`config.mk`:
```
export PLATFORM = sky130hd
export DESIGN_NAME = serial_subtractor
export DESIGN_NICKNAME = d
export VERILOG_FILES = /design/src/rtl/serial_subtractor_pkg.sv /design/src/rtl/serial_subtractor_cell.sv /design/src/rtl/serial_subtractor.sv
export SDC_FILE = /design/constraint.sdc
export NUM_CORES = 1
export LEC_CHECK = 0
export BUFFER_PORTS_ARGS = -buffer_cell sky130_fd_sc_hd__buf_2
export CAP_MARGIN = 20
export CORE_MARGIN = 2
export CORE_UTILIZATION = 56
export CTS_BUF_LIST = sky130_fd_sc_hd__clkbuf_16
export DETAILED_ROUTE_END_ITERATION = 16
export PLACE_DENSITY = 0.81
export SYNTH_ARGS = -nofsm -noshare
export SYNTH_HDL_FRONTEND = slang
export SYNTH_SLANG_ARGS = --single-unit
```
`constraint.sdc`:
```
create_clock -name clk -period 1.8 [get_ports clk]
set_input_delay 0.18 -clock clk [delete_from_list [all_inputs] [get_ports clk]]
set_output_delay 0.18 -clock clk [all_outputs]
set_load 0.01 [all_outputs]
```
`src/rtl/serial_subtractor_pkg.sv`:
```
// Shared ALU definitions: FSM state encodings and the default datapath width.
package serial_subtractor_pkg;

  localparam int ALU_WIDTH = 8;

  typedef enum logic [1:0] {
    IDLE  = 2'd0,
    SHIFT = 2'd1,
    DONE  = 2'd2
  } state_t;

endpackage

```
`src/rtl/serial_subtractor_cell.sv`:
```
// One-bit full subtractor (d = a - b - b_in), built from gate primitives.
module full_subtractor_cell (
  input  wire a,
  input  wire b,
  input  wire b_in,
  output wire d,
  output wire b_out
);

  wire axb;
  wire n_a;
  wire n_axb;
  wire brw_ab;
  wire brw_in;

  xor g_axb   (axb, a, b);
  xor g_d     (d, axb, b_in);
  not g_na    (n_a, a);
  and g_brw0  (brw_ab, n_a, b);
  not g_naxb  (n_axb, axb);
  and g_brw1  (brw_in, n_axb, b_in);
  or  g_bout  (b_out, brw_ab, brw_in);

endmodule

```
`src/rtl/serial_subtractor.sv`:
```
// Bit-serial LSB-first subtractor (diff = a - b), one bit per clock.
// Optional zero/neg/ovf result flags are built when SERIAL_SUB_FLAGS_EN is defined.
module serial_subtractor
  import serial_subtractor_pkg::*;
#(
  parameter  int WIDTH = ALU_WIDTH,
  localparam int CNT_W = $clog2(WIDTH + 1)
) (
  input  logic             clk,
  input  logic             rst_n,
  input  logic             start,
  input  logic [WIDTH-1:0] a,
  input  logic [WIDTH-1:0] b,
  output logic             busy,
  output logic             done,
  output logic [WIDTH-1:0] diff,
  output logic             borrow
`ifdef SERIAL_SUB_FLAGS_EN
  ,
  output logic             zero,
  output logic             neg,
  output logic             ovf
`endif
);

  state_t           state;
  state_t           state_nxt;
  logic [WIDTH-1:0] sh_a;
  logic [WIDTH-1:0] sh_b;
  logic [CNT_W-1:0] cnt;
  logic             bin;
  logic             cell_d;
  logic             cell_bout;
  logic             last_bit;
  logic [WIDTH-1:0] diff_nxt;

  full_subtractor_cell u_cell (
    .a     (sh_a[0]),
    .b     (sh_b[0]),
    .b_in  (bin),
    .d     (cell_d),
    .b_out (cell_bout)
  );

  assign last_bit = (cnt == CNT_W'(WIDTH - 1));
  assign diff_nxt = {cell_d, diff[WIDTH-1:1]};
  assign busy     = (state != IDLE);
  assign done     = (state == DONE);

  always_ff @(posedge clk or negedge rst_n) begin
    if (!rst_n) state <= IDLE;
    else        state <= state_nxt;
  end

  always_comb begin
    state_nxt = state;
    case (state)
      IDLE:    if (start) state_nxt = SHIFT;
      SHIFT:   if (last_bit) state_nxt = DONE;
      DONE:    state_nxt = IDLE;
      default: state_nxt = IDLE;
    endcase
  end

  // Operand shift registers, bit counter and the result/borrow registers.
  always_ff @(posedge clk or negedge rst_n) begin
    if (!rst_n) begin
      sh_a   <= '0;
      sh_b   <= '0;
      cnt    <= '0;
      bin    <= 1'b0;
      diff   <= '0;
      borrow <= 1'b0;
    end else begin
      case (state)
        IDLE: begin
          if (start) begin
            sh_a <= a;
            sh_b <= b;
            cnt  <= '0;
            bin  <= 1'b0;
            diff <= '0;
          end
        end
        SHIFT: begin
          sh_a <= {1'b0, sh_a[WIDTH-1:1]};
          sh_b <= {1'b0, sh_b[WIDTH-1:1]};
          bin  <= cell_bout;
          cnt  <= cnt + 1'b1;
          diff <= diff_nxt;
          if (last_bit) borrow <= cell_bout;
        end
        default: ;
      endcase
    end
  end

`ifdef SERIAL_SUB_FLAGS_EN
  // On the last bit sh_a[0]/sh_b[0] hold the original operand MSBs.
  always_ff @(posedge clk or negedge rst_n) begin
    if (!rst_n) begin
      zero <= 1'b0;
      neg  <= 1'b0;
      ovf  <= 1'b0;
    end else if (state == IDLE && start) begin
      zero <= 1'b0;
      neg  <= 1'b0;
      ovf  <= 1'b0;
    end else if (state == SHIFT && last_bit) begin
      zero <= (diff_nxt == '0);
      neg  <= cell_d;
      ovf  <= (sh_a[0] != sh_b[0]) && (cell_d != sh_a[0]);
    end
  end
`endif

endmodule

```
=== After elaboration in Yosys (flattened, before gate mapping) ===
Cells that the tools add are included.

* Bits of input ports: 19
* Register bits after elaboration: 32
* Word-level logic and storage cells: 39

* Bitwise logic cells: 7
* Add/subtract/negate cells: 1
* Equality and inequality tests: 5
* Mux-type cells: 13
* Reductions and logical operators: 6

{| class="wikitable"
|+ Operator list
! cell !! count
|-
| $pmux 8 s2 || 3
|-
| $mux 8 || 3
|-
| $pmux 4 s2 || 1
|-
| $reduce_and 2->1 || 3
|-
| $add 4x1->4 const B || 1
|-
| $eq 4x3->1 const B || 1
|-
| $mux 2 || 2
|-
| $mux 4 || 1
|-
| $ne 2x2->1 const B || 2
|-
| $pmux 2 s2 || 1
|-
| $reduce_bool 2->1 || 2
|-
| $and 1x1->1 || 2
|-
| $eq 2x1->1 const B || 1
|-
| $eq 2x2->1 const B || 1
|-
| $logic_not 2->1 || 1
|-
| $not 1->1 || 2
|-
| $pmux 1 s2 || 1
|-
| $xor 1x1->1 || 2
|-
| $mux 1 || 1
|-
| $or 1x1->1 || 1
|}

=== Logic depth before layout (Yosys ltp) ===
Gate-level depths: netlist of run 1.

* Depth in word-level cells: 5
* Mapped depth: 4

=== Cells and area by module ===
A second synthesis of run 1 with hierarchy kept.

* Cell total of the unflattened synthesis: 143
* Area, all modules: 1503.9 um2

{| class="wikitable"
|+ Modules (own cells, without submodules)
! module !! area each (um2) !! cells each !! instances
|-
| serial_subtractor || 1472.7 || 139 || 1
|-
| full_subtractor_cell || 31.3 || 4 || 1
|}

=== Least setup slack after synthesis of run 1 ===
No wires, ideal clock.

* Kind: reg-to-output
* Start: register state[1]
* End: output port busy
* Path buffers: 2
* Stages on the path, launching flop included: 4
* Path slack: 626 ps
* Arrival time: 994 ps
* Cells stage by stage: dfrtp_1 buf_4 buf_2 or2_2

* Word-level cells in the longest chain between the ends: 1

{| class="wikitable"
|+ RTL lines
! element !! RTL line !! text
|-
| start, declared || serial_subtractor.sv:26 || <nowiki>state_t state;</nowiki>
|-
| start signal, assigned || serial_subtractor.sv:52 || <nowiki>else state <= state_nxt;</nowiki>
|-
| $reduce_bool 2->1 || serial_subtractor.sv:47 || <nowiki>assign busy = (state != IDLE);</nowiki>
|-
| end, declared || serial_subtractor.sv:14 || <nowiki>output logic busy,</nowiki>
|}

Every way passes these cells.

=== Worst setup path after layout of run 1 ===
Ends and elaborated chain as after synthesis.

==> results of run 1 <==
critical path, delay by kind of cell, from the launching register on:
kind | cells | cell delay, ns
DFF | 1 | 0.48
buffers and inverters | 2 | 0.37
and+or+nand+nor | 1 | 0.27
sequential cells by signal, summed over array words and instances, names as in the netlist:
name,flops
bin,1
cnt,4
state,2
sh_a,8
sh_b,8
borrow,1
diff,8
per-layer routing:
metal | track usage, % | wire length (µm) | up-vias
li1 | - | - | 559
met1 | 30.3 | 1380 | 555
met2 | 32.0 | 1450 | 30
met3 | 9.30 | 173 | 9
met4 | 11.8 | 71 | 0
met5 | 0 | 0 | -
stage by stage:
stage	hold WS (ns)	instance area, µm²	utilization [%]
3_5_place_dp	0.268	1640	65.5
4_1_cts	0.161	1790	71.5
2_1_floorplan	-0.116	1490	-
6_report	0.168	1790	71.5
5_1_grt	0.179	1790	71.5
3_3_place_gp	0.250	1640	65.5
final timing paths:
path | startpoint | to | depth (start not counted)
worst max register to register | state[1] | sh_a[2] | 3
worst min-delay path | a[0] | sh_a[0] | 3
worst min register to register | sh_b[0] | sh_b[0] | 2
min in group asynchronous | rst_n | diff[1] | 2
max in group asynchronous | rst_n | sh_a[2] | 2
worst max-delay path | state[1] | busy | 3
cells in the mapped netlist:
cell type / n / area share [%]
inv_1: 3 / 0.76
nor2b_1: 14 / 5.9
buf_6: 1 / 0.76
ha_1: 1 / 0.84
o21bai_4: 1 / 1.3
fa_1: 1 / 1.3
nand2b_2: 1 / 0.59
and2b_1: 3 / 1.5
mux2i_1: 1 / 0.67
o311ai_0: 1 / 0.59
o21ai_0: 8 / 2.7
o21ai_1: 10 / 3.4
nand2_1: 9 / 2.3
buf_2: 4 / 1.3
nor2_1: 2 / 0.50
buf_4: 3 / 1.5
a22oi_1: 14 / 7.1
or2_2: 1 / 0.42
a21oi_1: 14 / 4.7
nand3_1: 2 / 0.67
a22o_1: 10 / 5.9
mux2_2: 1 / 0.76
clkbuf_1: 1 / 0.25
dfrtp_1: 32 / 54
nor3_2: 1 / 0.67
power by group:
group          total (µW)  switching (µW)  internal, µW
sequential           1280             257          1020
combinational        1120             595           529
clock                 802             300           501
total                3200            1150          2050
kinds of logic (layout without fill, tap and decap cells):
logic type               after synthesis  in the layout  share of synthesized area (%)
flip-flops                            32             32                           53.7
multiplexers                           2              2                           1.43
buffers and inverters                 12             44                           4.62
adder cells (fa/ha/maj)                2              2                           2.18
AND/OR/NAND/NOR                       33             33                           12.5
AO/OA/AOI/OAI                         58             58                           25.5
final cells by class:
cell class,count,area share (%)
Clock buffer,5,7.00
Inverter,3,0.630
Sequential cell,32,44.8
Timing Repair Buffer,33,9.94
Tap cell,30,2.10
Multi-Input combinational cell,95,34.7
Clock inverter,3,0.770
==> metrics, run 1 <==
RSZ-0062 raised after global routing no; hold crit path type input port to flip-flop; Die W 55.6 µm; setup TNS 0 ns; Initial Util 59.6%; Syn Inst Count 139; crit end category output port; Core ar. 2500 µm²; num ports 30; final setup skew 0.00266 ns; GRT Util Overall 22.8%; pin count of the biggest net entering global routing 33; via count 1153; Area growth syn-to-layout 19.9%; Pleak 0.000833 µW; Required @ worst endpoint 1.62 ns; Vias/cell 5.74; Clock Sinks 32; Syn Nets 160; share of cells above drive strength 1 25.7%; FF/Latch Area 801 µm²; Setup Fix Bufs, Post-CTS 0; area of the multi-input gates 621 µm²; CTS Buf Count 5; crit-path max cell delay 0.48 ns; CP Launch Type flip-flop; clock buffer depth 2; status finished clean; die height 55.6 µm; Yosys Warn Count 0; Setup WS pre-CTS 0.321 ns; placed insts 192; Peak Freq 0.630 GHz; CP max stage cell dfrtp_1; nets@finish 191; CP Max Fanout 13; CTS HTree Levels 2; synthesized area per cell 10.7 µm²; most common cell after layout, fill and taps aside dfrtp_1; synth unique cells 25; cts hold-fix bufs 1; # rows 18; number of iterations in the first detailed-routing pass 4; register area share after synthesis 53.7%; HPWL Detailed 2080 µm; Cell Area, Synth 1490 µm²; Yosys reg bits 32; DRT iter0 DRCs 56; Final ANT Viol Nets 0; max_cap viols 0; PwrDens 1790 nW/µm²; internal reg-to-reg setup slack 0.25 ns; gpl congestion 0.750; Crit path arrival time 1.41 ns; Buffers on Ports 29; Overflow after GRT 0; TritonCTS clock tree done; CP cell instances buf_4 > or2_2 > buf_2; WL final 3080 µm; routed length per instance 15.3 µm; initial antenna violation count 0; total power 3200 µW; commonest cells after routing, fill and taps aside dfrtp_1, buf_2, nor2b_1, a21oi_1, a22oi_1; first-pass GRT wire length 5240 µm; Slew @ Worst Pin 0.696 ns; Tcrit/Tclk final 88.2%; Setup Crit Path Kind flip-flop to output port; Fin. Hold Viols 0; slew margin rel. 53.6%; DRC Markers 0; Peak VDD IR 1.35 mV; Post-Layout Cell Count 201; Gates resized, CTS repair 0; Final Slew Violations 0; Die Area 3090 µm²; Tmin final 1.59 ns; final setup vio count 0; Filler Cells Inserted 195; vias in the first global route 1091; CTS root buf clkbuf_16; CTS clk-pin slew, worst paths 0.05 ns; ant diodes 0; setup ws final 0.212 ns; clk_lat worst skew 0.28 ns
(Power assumes the default switching activity.)
==> inputs of run 2 (changes only) <==
--- a/config.mk
+++ b/config.mk
@@ -8,10 +8,9 @@
 export BUFFER_PORTS_ARGS = -buffer_cell sky130_fd_sc_hd__buf_2
 export CAP_MARGIN = 20
 export CORE_MARGIN = 2
-export CORE_UTILIZATION = 56
+export CORE_UTILIZATION = 35
 export CTS_BUF_LIST = sky130_fd_sc_hd__clkbuf_16
 export DETAILED_ROUTE_END_ITERATION = 16
-export PLACE_DENSITY = 0.81
 export SYNTH_ARGS = -nofsm -noshare
 export SYNTH_HDL_FRONTEND = slang
 export SYNTH_SLANG_ARGS = --single-unit
==> metrics, run 2 (synthesized netlist as in run 1, its figures left out) <==
GRT Util Overall 13.9%; Clock Sinks 32; Top Usage Layer GRT met2; pin count of the biggest net entering global routing 33; Crit path arrival time 1.43 ns; slew margin rel. 51.7%; Setup Fix Bufs, Post-CTS 0; num ports 30; ant diodes 0; worst hold stages 3; commonest cells after routing, fill and taps aside dfrtp_1, buf_2, nor2b_1, a21oi_1, a22oi_1; reg2reg end sh_a[5]; Pleak 0.000841 µW; Tmin final 1.61 ns; die height 69.3 µm; Vias/cell 5.19; Hold Startpoint a[4]; setup TNS 0 ns; Setup WS pre-CTS 0.266 ns; routed length per instance 13.7 µm; total power 3310 µW; met3 Use GR 4.80%; grt met2 use 20.6%; gpl congestion 0.782; Die Area 4800 µm²; Final Slew Violations 0; Core ar. 4060 µm²; final setup skew 0.00277 ns; CTS Buf Count 5; CTS root buf clkbuf_16; Top Registers diff: 8 flops, sh_a: 8 flops, sh_b: 8 flops; placed insts 212; max_cap viols 0; clk_lat worst skew 0.27 ns; CP Max Fanout 13; CTS clk-pin slew, worst paths 0.05 ns; Setup Crit Path Kind flip-flop to output port; first-pass GRT wire length 5290 µm; Critical R2R Launch state[1]; via count 1148; HPWL Detailed 2060 µm; initial antenna violation count 0; RSZ-0062 raised after global routing no; nets@finish 191; fin util 45.2%; crit end category output port; Tcrit/Tclk final 89.3%; # rows 23; final setup vio count 0; WL final 3040 µm; Fin. Hold Viols 0; setup ws final 0.193 ns; share of cells above drive strength 1 25.1%; DRT iter0 DRCs 102; CTS HTree Levels 2; CP Launch Type flip-flop; PwrDens 1800 nW/µm²; Peak Freq 0.622 GHz; Post-Layout Cell Count 221; Slew @ Worst Pin 0.725 ns; Peak VDD IR 0.543 mV; met1 usage 18.5%; Hold Path End sh_a[4]; most common cell after layout, fill and taps aside dfrtp_1; Gates resized, CTS repair 0; status finished clean; Final ANT Viol Nets 0; Buffers on Ports 29; hold crit path type input port to flip-flop; DRC Markers 0; Area growth syn-to-layout 23.2%; Die W 69.3 µm; Overflow after GRT 0; internal reg-to-reg setup slack 0.28 ns; clock buffer depth 2; vias in the first global route 1122; Required @ worst endpoint 1.62 ns; Worst R2R Path Depth 3; number of iterations in the first detailed-routing pass 4; TritonCTS clock tree done; Initial Util 36.7%
run 2: changes by cell type in the layout (fill, tap and decap cells not counted):
| cell | change |
|---|---|
| bufinv_16 | +1 |
| clkinv_1 | +1 |
| clkinv_2 | -2 |
run 2: worst max path at each step:
| stage | from | end | slack, ns | depth (start not counted) |
|---|---|---|---|---|
| CTS | state[1] | busy | 0.17 | 3 |
| detailed placement | state[1] | sh_a[5] | 0.27 | 3 |
| global placement | state[1] | sh_a[4] | 0.32 | 3 |
| finish | state[1] | busy | 0.19 | 3 |
| global route | state[1] | sh_b[5] | 0.06 | 3 |
| floorplan | state[1] | busy | 0.63 | 3 |
run 2: where the power goes:
part | total, µW | leakage, µW | internal, µW | switching [µW]
logic | 1130 | 0.000348 | 535 | 591
clock network | 928 | 0.0000789 | 642 | 286
registers | 1260 | 0.000414 | 1020 | 237
run 2: metal layers:
metal  wire length (µm)  vias up
li1                   -      564
met1               1400      546
met2               1460       34
met3                142        4
met4                 36        0
met5                  0        -
run 2: layout make-up:
type / instances / area, µm²
Clock buffer: 5 / 125
Clock inverter: 3 / 37.5
Fill cell: 398 / 2220
Inverter: 3 / 11.3
Multi-Input combinational cell: 95 / 621
Sequential cell: 32 / 801
Tap cell: 50 / 62.6
Timing Repair Buffer: 33 / 178
run 2: timing repair:
item | 4_1_cts | 5_1_grt
setup endpoints to repair | 0 | 0
hold buffers | 1 | 0
endpoints found under the hold margin | 32 | 0
run 2: critical path, stage by stage, from the launching register on:
cell     delay [ns]
dfrtp_1        0.50
buf_4          0.24
or2_2          0.27
buf_2          0.14
run 2: through the flow:
stage               hold WS (ns)  instance area, µm²
CTS                        0.169                1840
detailed placement         0.283                1660
global placement           0.266                1660
finish                     0.172                1840
global route               0.175                1840
floorplan                 -0.116                1490
==> inputs of run 3 (changes only) <==
--- a/config.mk
+++ b/config.mk
@@ -11,6 +11,7 @@
 export CORE_UTILIZATION = 35
 export CTS_BUF_LIST = sky130_fd_sc_hd__clkbuf_16
 export DETAILED_ROUTE_END_ITERATION = 16
+export SETUP_SLACK_MARGIN = 0.2
 export SYNTH_ARGS = -nofsm -noshare
 export SYNTH_HDL_FRONTEND = slang
 export SYNTH_SLANG_ARGS = --single-unit
==> metrics, run 3 (synthesized netlist as in run 1, its figures left out) <==
Clock Sinks 32; PwrDens 1800 nW/µm²; final setup vio count 0; HPWL Detailed 2060 µm; Final ANT Viol Nets 0; slew margin rel. 52.1%; Area growth syn-to-layout 24.4%; Top Registers diff: 8 flops, sh_a: 8 flops, sh_b: 8 flops; Tmin final 1.54 ns; most common cell after layout, fill and taps aside dfrtp_1; routed length per instance 13.8 µm; Initial Util 36.7%; TritonCTS clock tree done; DRT iter0 DRCs 120; Peak Freq 0.649 GHz; # rows 23; initial antenna violation count 0; Critical Path Source state[0]; CTS clk-pin slew, worst paths 0.05 ns; first-pass GRT wire length 5290 µm; Required @ worst endpoint 1.62 ns; crit-path max cell delay 0.44 ns; die height 69.3 µm; DRC Markers 0; Critical R2R Launch state[1]; Setup Crit Path Kind flip-flop to output port; vias in the first global route 1122; Pleak 0.000850 µW; setup TNS 0 ns; CTS root buf clkbuf_16; RSZ-0062 raised after global routing no; Slew @ Worst Pin 0.718 ns; status finished clean; gpl congestion 0.782; clk_lat worst skew 0.27 ns; CP cell instances buf_4 > or2_2 > buf_2; pin count of the biggest net entering global routing 33; clock buffer depth 2; Vias/cell 5.22; Fin. Hold Viols 0; worst path buffer plus inverter count 2; CP Launch Type flip-flop; Buffers on Ports 29; Tcrit/Tclk final 85.6%; number of iterations in the first detailed-routing pass 4; final setup skew 0.00280 ns; Overflow after GRT 0; via count 1165; CTS Buf Count 5; Die Area 4800 µm²; Core ar. 4060 µm²; nets@finish 193; Peak VDD IR 0.568 mV; hold crit path type input port to flip-flop; Crit path arrival time 1.36 ns; num ports 30; max_cap viols 0; placed cell area 1660 µm²; cell family with most CP delay flip-flops; CP max stage cell dfrtp_2; WL final 3070 µm; Final Slew Violations 0; ant diodes 0; crit end category output port; Design Area, Final 1850 µm²; commonest cells after routing, fill and taps aside dfrtp_1, buf_2, nor2b_1, a21oi_1, a22oi_1; share of cells above drive strength 1 27.7%; Hold Startpoint a[4]; GRT Util Overall 13.9%; Die W 69.3 µm; CP Max Fanout 12; CTS HTree Levels 2
==> run 3: cell types whose count changed in the layout (fill, tap and decap cells not counted) <==
cell	before	now
and2b_1	3	2
and2b_2	0	1
buf_4	3	5
dfrtp_1	32	30
dfrtp_2	0	2
==> run 3: worst paths after layout <==
kind                            end  slack, ns  cells past startpoint
setup / recovery               busy       0.26                      3
hold / removal              sh_a[4]       0.17                      3
setup reg to reg            sh_b[5]       0.44                      3
hold reg to reg                 bin       0.48                      2
max in group asynchronous  state[0]       0.78                      2
min in group asynchronous   diff[3]       0.51                      2
==> run 3: layout make-up <==
type	instances	area (µm²)
multi-input combinational	95	622
clock buffer	5	125
sequential	32	803
clock inverter	3	37.5
inverter	3	11.3
timing repair buffer	35	193
tap	50	62.6
fill	399	2200
==> run 3: per-layer routing <==
metal | track usage, % | up-vias | wire (µm)
met3 | 4.80 | 2 | 145
li1 | - | 568 | -
met1 | 18.5 | 559 | 1440
met2 | 20.6 | 36 | 1460
met5 | 0 | - | 0
met4 | 5.88 | 0 | 19
==> run 3: timing repair <==
action | CTS | global route
hold buffers | 1 | 0
hold endpoints to repair | 32 | 0
buffers inserted | 0 | 2
resized for setup | 1 | 2
gates cloned | 0 | 0
endpoints found under the setup margin | 1 | 7
pin swaps | 0 | 0
==> run 3: worst reg2reg max path, delay by kind of cell (launching register included) <==
kind | cells | cell delay (ns)
and+or+nand+nor | 1 | 0.50
AOI/OAI and AO/OA | 2 | 0.31
DFF | 1 | 0.47
==> run 3: through the flow <==
step                setup slack, ns  utilization (%)  hold WS (ns)  power, µW  instances
floorplan                     0.626                -        -0.116       2090        139
global placement              0.316             41.0         0.266       2370        212
detailed placement            0.266             41.0         0.283       2410        212
CTS                           0.227             45.3         0.169       3360        221
global route                  0.206             45.7         0.175       3590        223
finish                        0.259             45.7         0.174       3330        223
==> run 3: power by group <==
part           leakage (µW)  internal, µW  total (µW)  switching [µW]
registers          0.000412          1020        1260             235
clock network     0.0000789           642         925             283
logic              0.000359           549        1150             599
total              0.000850          2210        3330            1120
